**src/rtl/rcv_cfg_if.sv**
```systemverilog
// rcv_cfg_if: received-word handshake between the serial receiver (master) and its consumer (slave).
interface rcv_cfg_if #(
  parameter int DATA_BITS = 8
);
  logic [DATA_BITS-1:0] data_out;
  logic valid;
  logic ready;
  logic parity_err;
  logic frame_err;
  logic overrun;
  modport master(output data_out, valid, parity_err, frame_err, overrun, input ready);
  modport slave(input data_out, valid, parity_err, frame_err, overrun, output ready);
endinterface

```
**src/rtl/rcv_cfg.sv**
```systemverilog
// rcv_cfg: configurable UART receiver with majority voting, error flags and a one-word holding register.
module rcv_cfg #(
  parameter int CLKS_PER_BIT = 1302,
  parameter int DATA_BITS = 8,
  parameter int PARITY = 0,
  parameter int STOP_BITS = 1
) (
  input logic clk,
  input logic reset,
  input logic serial_in,
  rcv_cfg_if.master bus
);
  localparam int cw = $clog2(CLKS_PER_BIT);
  localparam logic [cw-1:0] half = cw'(CLKS_PER_BIT / 2 - 1);
  localparam logic [cw-1:0] full = cw'(CLKS_PER_BIT - 1);
  typedef enum logic [2:0] {IDLE, START, DATA, PAR, STOP, COMMIT, BRK} state_t;
  state_t st;
  logic s1, serial_s, pe, fe, maj, tick;
  logic [2:0] hist;
  logic [cw-1:0] cnt;
  logic [3:0] fld;
  logic [DATA_BITS-1:0] sh;
  assign maj = (hist[0] & hist[1]) | (hist[0] & hist[2]) | (hist[1] & hist[2]);
  assign tick = cnt == '0;
  always_ff @(posedge clk) begin
    if (reset) begin
      s1 <= 1'b1;
      serial_s <= 1'b1;
      hist <= 3'b111;
      cnt <= '0;
      fld <= '0;
      sh <= '0;
      pe <= 1'b0;
      fe <= 1'b0;
      st <= IDLE;
      bus.data_out <= '0;
      bus.valid <= 1'b0;
      bus.parity_err <= 1'b0;
      bus.frame_err <= 1'b0;
      bus.overrun <= 1'b0;
    end else begin
      s1 <= serial_in;
      serial_s <= s1;
      hist <= {hist[1:0], serial_s};
      cnt <= tick ? cnt : cnt - 1'b1;
      if (bus.valid && bus.ready) begin
        bus.valid <= 1'b0;
        bus.overrun <= 1'b0;
      end
      case (st)
        IDLE: if (!serial_s) begin
          st <= START;
          cnt <= half;
        end
        START: if (tick) begin
          st <= maj ? IDLE : DATA;
          cnt <= full;
          fld <= '0;
          pe <= 1'b0;
          fe <= 1'b0;
        end
        DATA: if (tick) begin
          sh <= {maj, sh[DATA_BITS-1:1]};
          cnt <= full;
          fld <= (fld == 4'(DATA_BITS - 1)) ? 4'd0 : fld + 4'd1;
          st <= (fld != 4'(DATA_BITS - 1)) ? DATA : (PARITY != 0) ? PAR : STOP;
        end
        PAR: if (tick) begin
          pe <= ^sh ^ maj ^ 1'(PARITY == 1);
          cnt <= full;
          st <= STOP;
        end
        STOP: if (tick) begin
          fe <= fe | ~maj;
          cnt <= full;
          fld <= fld + 4'd1;
          st <= (fld == 4'(STOP_BITS - 1)) ? COMMIT : STOP;
        end
        COMMIT: begin
          // A full, unconsumed holding register keeps its word; the new frame is dropped.
          if (!bus.valid || bus.ready) begin
            bus.data_out <= sh;
            bus.parity_err <= pe;
            bus.frame_err <= fe;
            bus.valid <= 1'b1;
          end else begin
            bus.overrun <= 1'b1;
          end
          st <= fe ? BRK : IDLE;
        end
        BRK: if (serial_s) st <= IDLE;
        default: st <= IDLE;
      endcase
    end
  end
endmodule

```
**src/flat_wrapper.sv**
```systemverilog
// flat-port wrapper written by rule: the top's interface ports become plain ports
module rcv_cfg_flat 
#(
  parameter int CLKS_PER_BIT = 1302,
  parameter int DATA_BITS = 8,
  parameter int PARITY = 0,
  parameter int STOP_BITS = 1
)
  (clk, reset, serial_in, bus_data_out, bus_valid, bus_parity_err, bus_frame_err, bus_overrun, bus_ready);
  rcv_cfg_if #(.DATA_BITS(DATA_BITS)) bus_i ();
  input logic clk;
  input logic reset;
  input logic serial_in;
  output wire logic [$bits(bus_i.data_out)-1:0] bus_data_out;
  output wire logic [$bits(bus_i.valid)-1:0] bus_valid;
  output wire logic [$bits(bus_i.parity_err)-1:0] bus_parity_err;
  output wire logic [$bits(bus_i.frame_err)-1:0] bus_frame_err;
  output wire logic [$bits(bus_i.overrun)-1:0] bus_overrun;
  input wire logic [$bits(bus_i.ready)-1:0] bus_ready;
  assign bus_data_out = bus_i.data_out;
  assign bus_valid = bus_i.valid;
  assign bus_parity_err = bus_i.parity_err;
  assign bus_frame_err = bus_i.frame_err;
  assign bus_overrun = bus_i.overrun;
  assign bus_i.ready = bus_ready;
  rcv_cfg #(.CLKS_PER_BIT(CLKS_PER_BIT), .DATA_BITS(DATA_BITS), .PARITY(PARITY), .STOP_BITS(STOP_BITS)) u_core (.clk(clk), .reset(reset), .serial_in(serial_in), .bus(bus_i));
endmodule
```
**config.mk**
```make
export PLATFORM = sky130hd
export DESIGN_NAME = rcv_cfg_flat
export DESIGN_NICKNAME = d
export VERILOG_FILES = /design/src/rtl/rcv_cfg_if.sv /design/src/rtl/rcv_cfg.sv /design/src/flat_wrapper.sv
export SDC_FILE = /design/constraint.sdc
export NUM_CORES = 1
export LEC_CHECK = 0
export ABC_AREA = 1
export ABC_CLOCK_PERIOD_IN_PS = 2300
export CORE_MARGIN = 2
export CORE_UTILIZATION = 58
export DETAILED_ROUTE_END_ITERATION = 8
export GPL_TIMING_DRIVEN = 0
export PLACE_DENSITY = 0.86
export SLEW_MARGIN = 30
export SYNTH_ARGS = -nofsm -noshare
export SYNTH_HDL_FRONTEND = slang
export SYNTH_SLANG_ARGS = --single-unit
```
**constraint.sdc**
```tcl
create_clock -name clk -period 2.3 [get_ports clk]
set_clock_uncertainty 0.2 [all_clocks]
set_input_delay 0.46 -clock clk [delete_from_list [all_inputs] [get_ports clk]]
set_output_delay 0.46 -clock clk [all_outputs]
set_load 0.02 [all_outputs]
```
# Word level (Yosys, flattened, before mapping)
# Index checks and enable logic that the tools add are counted.
[op_classes] n_addsub=2 n_mul=0 div=0 magnitude_cmp=0 n_eq_ne=14 n_shift=0 n_mux=31 n_bitwise=8 reduce_logical=17
[op_table] cell="$mux W11" count=3
[op_table] cell="$mux W3" count=8
[op_table] cell="$pmux W11 S2" count=1
[op_table] cell="$pmux W3 S7" count=1
[op_table] cell="$mux W4" count=4
[op_table] cell="$pmux W4 S3" count=1
[op_table] cell="$logic_not A11 Y1" count=1
[op_table] cell="$sub A11 B1 Y11 const B" count=1
[op_table] cell="$mux W1" count=10
[op_table] cell="$ne A2 B1 Y1 const B" count=5
[op_table] cell="$eq A3 B3 Y1 const B" count=3
[op_table] cell="$reduce_xor A8 Y1" count=1
[op_table] cell="$eq A3 B2 Y1 const B" count=2
[op_table] cell="$reduce_and A3 Y1" count=2
[op_table] cell="$reduce_and A6 Y1" count=1
[op_table] cell="$add A4 B1 Y4 const B" count=1
[op_table] cell="$eq A4 B3 Y1 const B" count=1
[op_table] cell="$logic_not A4 Y1" count=1
[op_table] cell="$ne A4 B3 Y1 const B" count=1
[op_table] cell="$pmux W1 S2" count=2
[op_table] cell="$reduce_and A2 Y1" count=2
[op_table] cell="$reduce_and A4 Y1" count=1
[op_table] cell="$reduce_bool A2 Y1" count=2
[op_table] cell="$reduce_or A4 Y1" count=1
[op_table] cell="other kinds (12)" count=16
[word_totals] ff_bits=45 latch_bits=0 ramBits=0 rom_bits=0 input_bits=4 output_inout_bits=12 memories=0

# Longest topological paths before layout
# Gate-level depths: netlist of the first run.
[depth] word_depth=7 ltp_mapped=11

# Worst setup path before layout of the first run
# No wires, ideal clock.
[synth_path] kind="flip-flop to flip-flop" startpoint="register u_core.cnt[0]" endpoint="register u_core.cnt[0]" t_arrival_ns=1.424 required_ns=1.968 path_slack_ns=0.543 stages_incl_launch_ff=9 path_buffers=0 synth_period_minus_slack_ns=1.757 path_cell_list="dfxtp_1 inv_1 ha_1 nand3_2 inv_1 nand4_1 ha_1 nand2_1 a21oi_1"
[synth_via] elab_chain_len=4 elab_cells_between_ends=6 classes_between="add/sub (1); mux (4); reduce/logical (1)"
[synth_lines] item="start: declaration" line="rcv_cfg.sv:20" rtl="logic [cw-1:0] cnt;"
[synth_lines] item="start signal: assignment" line="rcv_cfg.sv:45" rtl="cnt <= tick ? cnt : cnt - 1'b1;"
[synth_lines] item="start signal: assignment" line="rcv_cfg.sv:53" rtl="cnt <= half;"
[synth_lines] item="start signal: assignment" line="rcv_cfg.sv:57" rtl="cnt <= full;"
[synth_lines] item="$sub A11 B1 Y11 or $logic_not A11 Y1 (tied branches)" line="rcv_cfg.sv:45, rcv_cfg.sv:24"
[synth_lines] item="$mux W11" line="rcv_cfg.sv:45"
[synth_lines] item="$mux W11 (on tied branches)"
[synth_lines] item="$pmux W11 S2 *" line="rcv_cfg.sv:50" rtl="case (st)"
# Every way passes the cells marked *; elsewhere a longest branch is shown, timed or not.
# A chain may end at the register's enable or synchronous reset.

# Worst setup path in the final report of the first run
[layout_path] startpoint="register u_core.bus.valid" endpoint="output bus_valid"
[layout_rtl] item="start: declaration" line="rcv_cfg_if.sv:11" rtl="modport master(output data_out, valid, parity_err, frame_err, overrun, input ready);"
[layout_rtl] item="start signal: assignment" line="rcv_cfg.sv:37" rtl="bus.valid <= 1'b0;"
[layout_rtl] item="start signal: assignment" line="rcv_cfg.sv:47" rtl="bus.valid <= 1'b0;"
[layout_rtl] item="start signal: assignment" line="rcv_cfg.sv:85" rtl="bus.valid <= 1'b1;"
[layout_rtl] item="end: declaration" line="flat_wrapper.sv:15" rtl="output wire logic [$bits(bus_i.valid)-1:0] bus_valid;"
# No word-level cell between the ends.

==> results of run 1 <==
-- layer usage --
metal	GRT usage [%]	up-vias	wire length [um]
met1	27.3	886	2100
met2	42.0	33	2230
met3	5.28	9	150
li1	-	1042	-
met4	12.8	0	101
met5	0	-	0
-- cell usage in the layout (no fill, tap or decap), types with 2 or more instances in the layout --
| cell | count |
|---|---|
| nand4_1 | 2 |
| a21oi_1 | 27 |
| xnor2_1 | 2 |
| nor2_4 | 4 |
| xor2_1 | 4 |
| inv_2 | 4 |
| ha_1 | 5 |
| clkbuf_1 | 2 |
| clkdlybuf4s50_1 | 15 |
| o21a_1 | 2 |
| nor2_1 | 43 |
| nor3_1 | 10 |
| nand2_2 | 3 |
| nor2_2 | 6 |
| nand2_1 | 59 |
| a21oi_2 | 2 |
| or2_2 | 4 |
| o21ai_0 | 24 |
| buf_4 | 2 |
| dfxtp_1 | 45 |
| inv_1 | 31 |
| nand3_1 | 12 |
| clkbuf_8 | 5 |
-- cell type report --
cell class / instances / area (um^2) / area share, %
well taps: 48 / 60.1 / 2.37
inverters: 36 / 135 / 5.34
clock buffers: 5 / 68.8 / 2.72
plain buffers: 4 / 20.0 / 0.791
clock inverters: 2 / 16.3 / 0.643
flip-flops and latches: 45 / 901 / 35.6
repair buffers: 16 / 158 / 6.23
multi-input cells: 223 / 1170 / 46.3
-- worst paths after layout --
kind | startpoint | endpoint | slack [ns] | cells after the start
max | u_core.bus.valid | bus_valid | 0.36 | 1
min | u_core.s1 | u_core.serial_s | 0.21 | 1
max reg2reg | u_core.cnt[0] | u_core.sh[3] | 0.47 | 8
min reg2reg | u_core.s1 | u_core.serial_s | 0.21 | 1
-- where the power goes --
| part | leakage (nW) | internal [mW] | switching [mW] |
|---|---|---|---|
| Sequential | 0.367 | 0.940 | 0.154 |
| Clock | 0.0402 | 0.209 | 0.269 |
| Combinational | 0.682 | 0.554 | 1.01 |
-- logic make-up (layout without fill, tap and decap cells) --
family          after synthesis  count (layout)  share of synthesized area (%)
simple gates                152             152                           33.0
xor+xnor                      6               6                           2.36
flops                        45              45                           40.4
compound gates               60              60                           14.5
buf+inv                      40              63                           6.96
fa+ha+maj                     5               5                           2.81
-- flip-flops by register name, summed over array words and instances, names as in the netlist --
| name | count |
|---|---|
| u_core.bus.valid | 1 |
| u_core.fld | 4 |
| u_core.sh | 8 |
| u_core.pe | 1 |
| u_core.cnt | 11 |
| u_core.s1 | 1 |
| u_core.bus.parity_err | 1 |
| u_core.serial_s | 1 |
| u_core.bus.data_out | 8 |
| u_core.bus.frame_err | 1 |
| u_core.st | 3 |
| u_core.bus.overrun | 1 |
| u_core.fe | 1 |
| u_core.hist | 3 |
-- metrics by stage --
stage / total power, mW / hold slack [ns] / cell area (um^2)
after floorplan: 2.33 / 0.189 / 2230
after global placement: 2.59 / 0.193 / 2440
after detailed placement: 2.65 / 0.194 / 2440
after CTS: 3.13 / 0.215 / 2520
after global routing: 3.40 / 0.227 / 2530
final: 3.13 / 0.214 / 2530
-- timing repair --
item,in CTS,in global routing
endpoints found under the hold margin,0,0
endpoints found under the setup margin,0,1
setup buffers,0,1
hold buffers,0,0
==> impl_metrics.toml, run 1 <==
[status]
status = "finished clean"

[floorplan]
ios = 16
rows = 22
die_h_um = 66.0
start_util_pct = 60.4
core_um2 = 3690
die_area_um2 = 4350
die_x_um = 66.0

[detailed_routing]
drt_wl_total_mm = 4.58
drtPass1Iterations = 4
ant_nets = 0
drc = 0
drt_iter0_drc = 146
wl_per_cell_um = 12.1
via_per_inst = 5.20
vias = 1970

[sta]
timing.fmax_mhz = 515
period_needed_ns = 1.94
worst_slew_pin_slew_ns = 0.563
rsz0062_at_grt = "false"
slew_headroom_pct = 62.5
finalSetupViolations = 0
drv_slew = 0
hold_viol = 0
post-route-period-util_pct = 84.5
fin_tns_setup_ns = 0
final.setup.worst_slack_ns = 0.358

[final_layout]
nets = 340
fillCellCount = 304
area_growth_pct = 13.6
drive_gt1_share_pct = 12.1
fin_util_pct = 68.6
final_cell_count_no_fill = 379
antenna_cells = 0

[setup_path]
cp.arrival_ns = 1.28
path_buf_inv = 1
worstPathMaxFanout = 3
endpoint_kind = "output pin"
start_kind = "flop"
cp.required_ns = 1.64
cp_slowest_cell = "clkdlybuf4s50_1"
path_delay_family = "buffers and inverters"
path_class = "flop to output pin"
crit_chain = "clkdlybuf4s50_1"
critical-path-max-stage-delay_ns = 0.61

[synth]
syn_avg_cell_area_um2 = 7.24
async_flop_share_pct = 0
yosysSeqAreaShare_pct = 40.4
netlist_instances = 308
synth_area_leaders = "dfxtp_1 40%, nand2_1 9.9%, nor2_1 7.2%, a21oi_1 6.1%, o21ai_0 5.4%"
syn_nets = 317
synth_area_leader_cell = "dfxtp_1"
synth_warnings = 0
synth_most_common_cell = "nand2_1"
synth_edf_count = 0
synth_top_area_share_pct = 40.4
netlist_top_cells_count = "59 x nand2_1, 45 x dfxtp_1, 43 x nor2_1, 31 x inv_1, 27 x a21oi_1"
syn-cell-area_um2 = 2230
synth_cell_types = 37
ys_ff_latch = 45
synth_ff_type = "dfxtp_1"

[place]
dp_hpwl_mm = 3.45
dp.cells = 371
buffer_ports.inserted = 15
pre_cts_slack_ns = 0.146
gp_congestion = 0.878

[run]
drv_cap = 0

[clock_network]
clk_pin_slew_ns = 0.09
cts_made_buffers = 5
cts-root-buf = "clkbuf_8"
clk_latency_ns = 0.31
cts_tree = "done"
clock_path_buffers = 2
post_cts_resized = 0
cts.sinks = 45
htreeDepth = 2

[global_route]
grt_max_degree = 15
grt_pass1_wl_mm = 7.96
grt_overflow = 0
grt_usage_pct = 24.1
grt_pass1_vias = 1921
antenna_found_initial = 0

[hold_path]
worstHoldPathType = "flop to flop"

[pwr]
ir_drop_mv = 0.645
p_leak_nw = 1.09
p_per_area_nw_per_um2 = 1240
Note: power is estimated with default switching activity, not from simulation.
==> run 2, diff against run 1 <==
ABC_CLOCK_PERIOD_IN_PS = 1700   (was 2300)
CORE_UTILIZATION = 52   (was 58)
PLACE_DENSITY = 0.82   (was 0.86)
clock period = 1.7 ns   (was 2.3 ns; I/O delays follow)
==> impl_metrics.toml, run 2 (synthesized netlist as in run 1, its figures left out) <==
[place]
gp_congestion = 0.835
dp_hpwl_mm = 3.48
buffer_ports.inserted = 15
place_area_um2 = 2440
pre_cts_slack_ns = -0.316

[setup_path]
cp.required_ns = 1.66
cp.arrival_ns = 1.69
crit_chain = "inv_2, ha_4, nand3_4, inv_4, nand4_1, ha_1, nand2_1, a21oi_1"
critical-path-max-stage-delay_ns = 0.35
start_kind = "flop"
worstPathMaxFanout = 2
endpoint_kind = "flop"
path_delay_family = "adder cells"
cp_slowest_cell = "ha_1"
path_class = "flop to flop"
path_buf_inv = 2

[clock_network]
clk_pin_slew_ns = 0.08
clock_path_buffers = 2
htreeDepth = 2
cts-root-buf = "clkbuf_8"
cts_hold_buf = 0
cts_made_buffers = 5
cts_tree = "done"
clk_latency_ns = 0.30
cts.sinks = 45

[global_route]
grt_max_degree = 14
grt_pass1_wl_mm = 8.18
grt_pass1_vias = 1942
grt_usage_pct = 20.9
antenna_found_initial = 0
grt_overflow = 0

[sta]
worst_slew_pin_slew_ns = 0.624
timing.fmax_mhz = 578
drv_slew = 0
final.setup.worst_slack_ns = -0.0291
rsz0062_at_grt = "true"
period_needed_ns = 1.73
post-route-period-util_pct = 102
slew_headroom_pct = 58.4
hold_viol = 0
finalSetupViolations = 1

[final_layout]
area_growth_pct = 23.2
design_area_um2 = 2750
final_common_cell = "nand2_1"
largest_register_ffs = 11
nets = 354
top_register = "u_core.cnt"
fillCellCount = 348
antenna_cells = 0
drive_gt1_share_pct = 22.5
final_cell_mix = "59 x nand2_1, 40 x nor2_1, 36 x dfxtp_1, 26 x inv_1, 25 x a21oi_1"
top_regs = "u_core.cnt x11, u_core.bus.data_out x8, u_core.sh x8"

[detailed_routing]
drc = 0
ant_nets = 0
drtPass1Iterations = 7
drt_wl_total_mm = 5.24
via_per_inst = 5.28
vias = 2092
wl_per_cell_um = 13.2
drt_iter0_drc = 72

[hold_path]
worstHoldPathType = "flop to flop"

[status]
status = "complete, but fails checks"
violations = "negative setup slack"

[floorplan]
ios = 16
die_h_um = 69.5
core_um2 = 4060
rows = 23
die_area_um2 = 4820
start_util_pct = 54.9
die_x_um = 69.5

[run]
drv_cap = 0

[pwr]
ir_drop_mv = 0.828
p_per_area_nw_per_um2 = 1770
p_leak_nw = 1.23
run 2: cell count changes in the layout (fill, tap and decap cells not counted), sizes merged:
cell,before,now
clkinv,2,1
clkdlybuf4s50,15,3
buf,3,17
dlygate4sd2,0,12
clkbuf,7,9
run 2: area by class of cell:
| cell class | instances | area [um^2] | share of cell area (%) |
|---|---|---|---|
| multi-input combinational | 223 | 1270 | 46.3 |
| sequential | 45 | 915 | 33.3 |
| timing repair buffer | 30 | 251 | 9.16 |
| inverter | 36 | 138 | 5.01 |
| clock buffer | 7 | 76.3 | 2.78 |
| tap | 50 | 62.6 | 2.28 |
| buffer | 4 | 25.0 | 0.911 |
| clock inverter | 1 | 7.51 | 0.273 |
run 2: worst paths after layout:
path / end / slack, ns / from / depth (start not counted)
worst min-delay path: u_core.serial_s / 0.22 / u_core.s1 / 1
worst min register to register: u_core.serial_s / 0.22 / u_core.s1 / 1
worst max register to register: u_core.cnt[0] / -0.03 / u_core.cnt[0] / 8
worst max-delay path: u_core.cnt[0] / -0.03 / u_core.cnt[0] / 8
run 2: routing by layer:
layer	wire, um	up-vias	GRT usage (%)
met5	0	-	0
met1	2180	971	23.7
li1	-	1075	-
met4	106	0	11.3
met3	219	11	5.23
met2	2740	35	36.0
run 2: repair_timing:
action,in CTS,in global routing
pin swaps,2,10
endpoints found under the setup margin,33,36
endpoints found under the hold margin,0,0
resized for setup,25,23
buffers inserted,4,11
run 2: power breakdown:
part	leakage (nW)	switching (mW)	internal (mW)
sequential	0.370	0.255	1.30
clock	0.0385	0.354	0.291
combinational	0.824	1.61	1.04
run 2: stage by stage:
step	total power, mW	std cells	setup TNS [ns]	util [%]	hold slack (ns)
after floorplan	3.16	308	0	-	0.189
after global placement	3.53	373	-5.09	60.2	0.206
after detailed placement	3.60	373	-6.18	60.2	0.210
after CTS	4.42	385	-0.00190	64.0	0.228
after global routing	5.23	396	-1.04	67.7	0.243
final	4.85	396	-0.0291	67.7	0.222
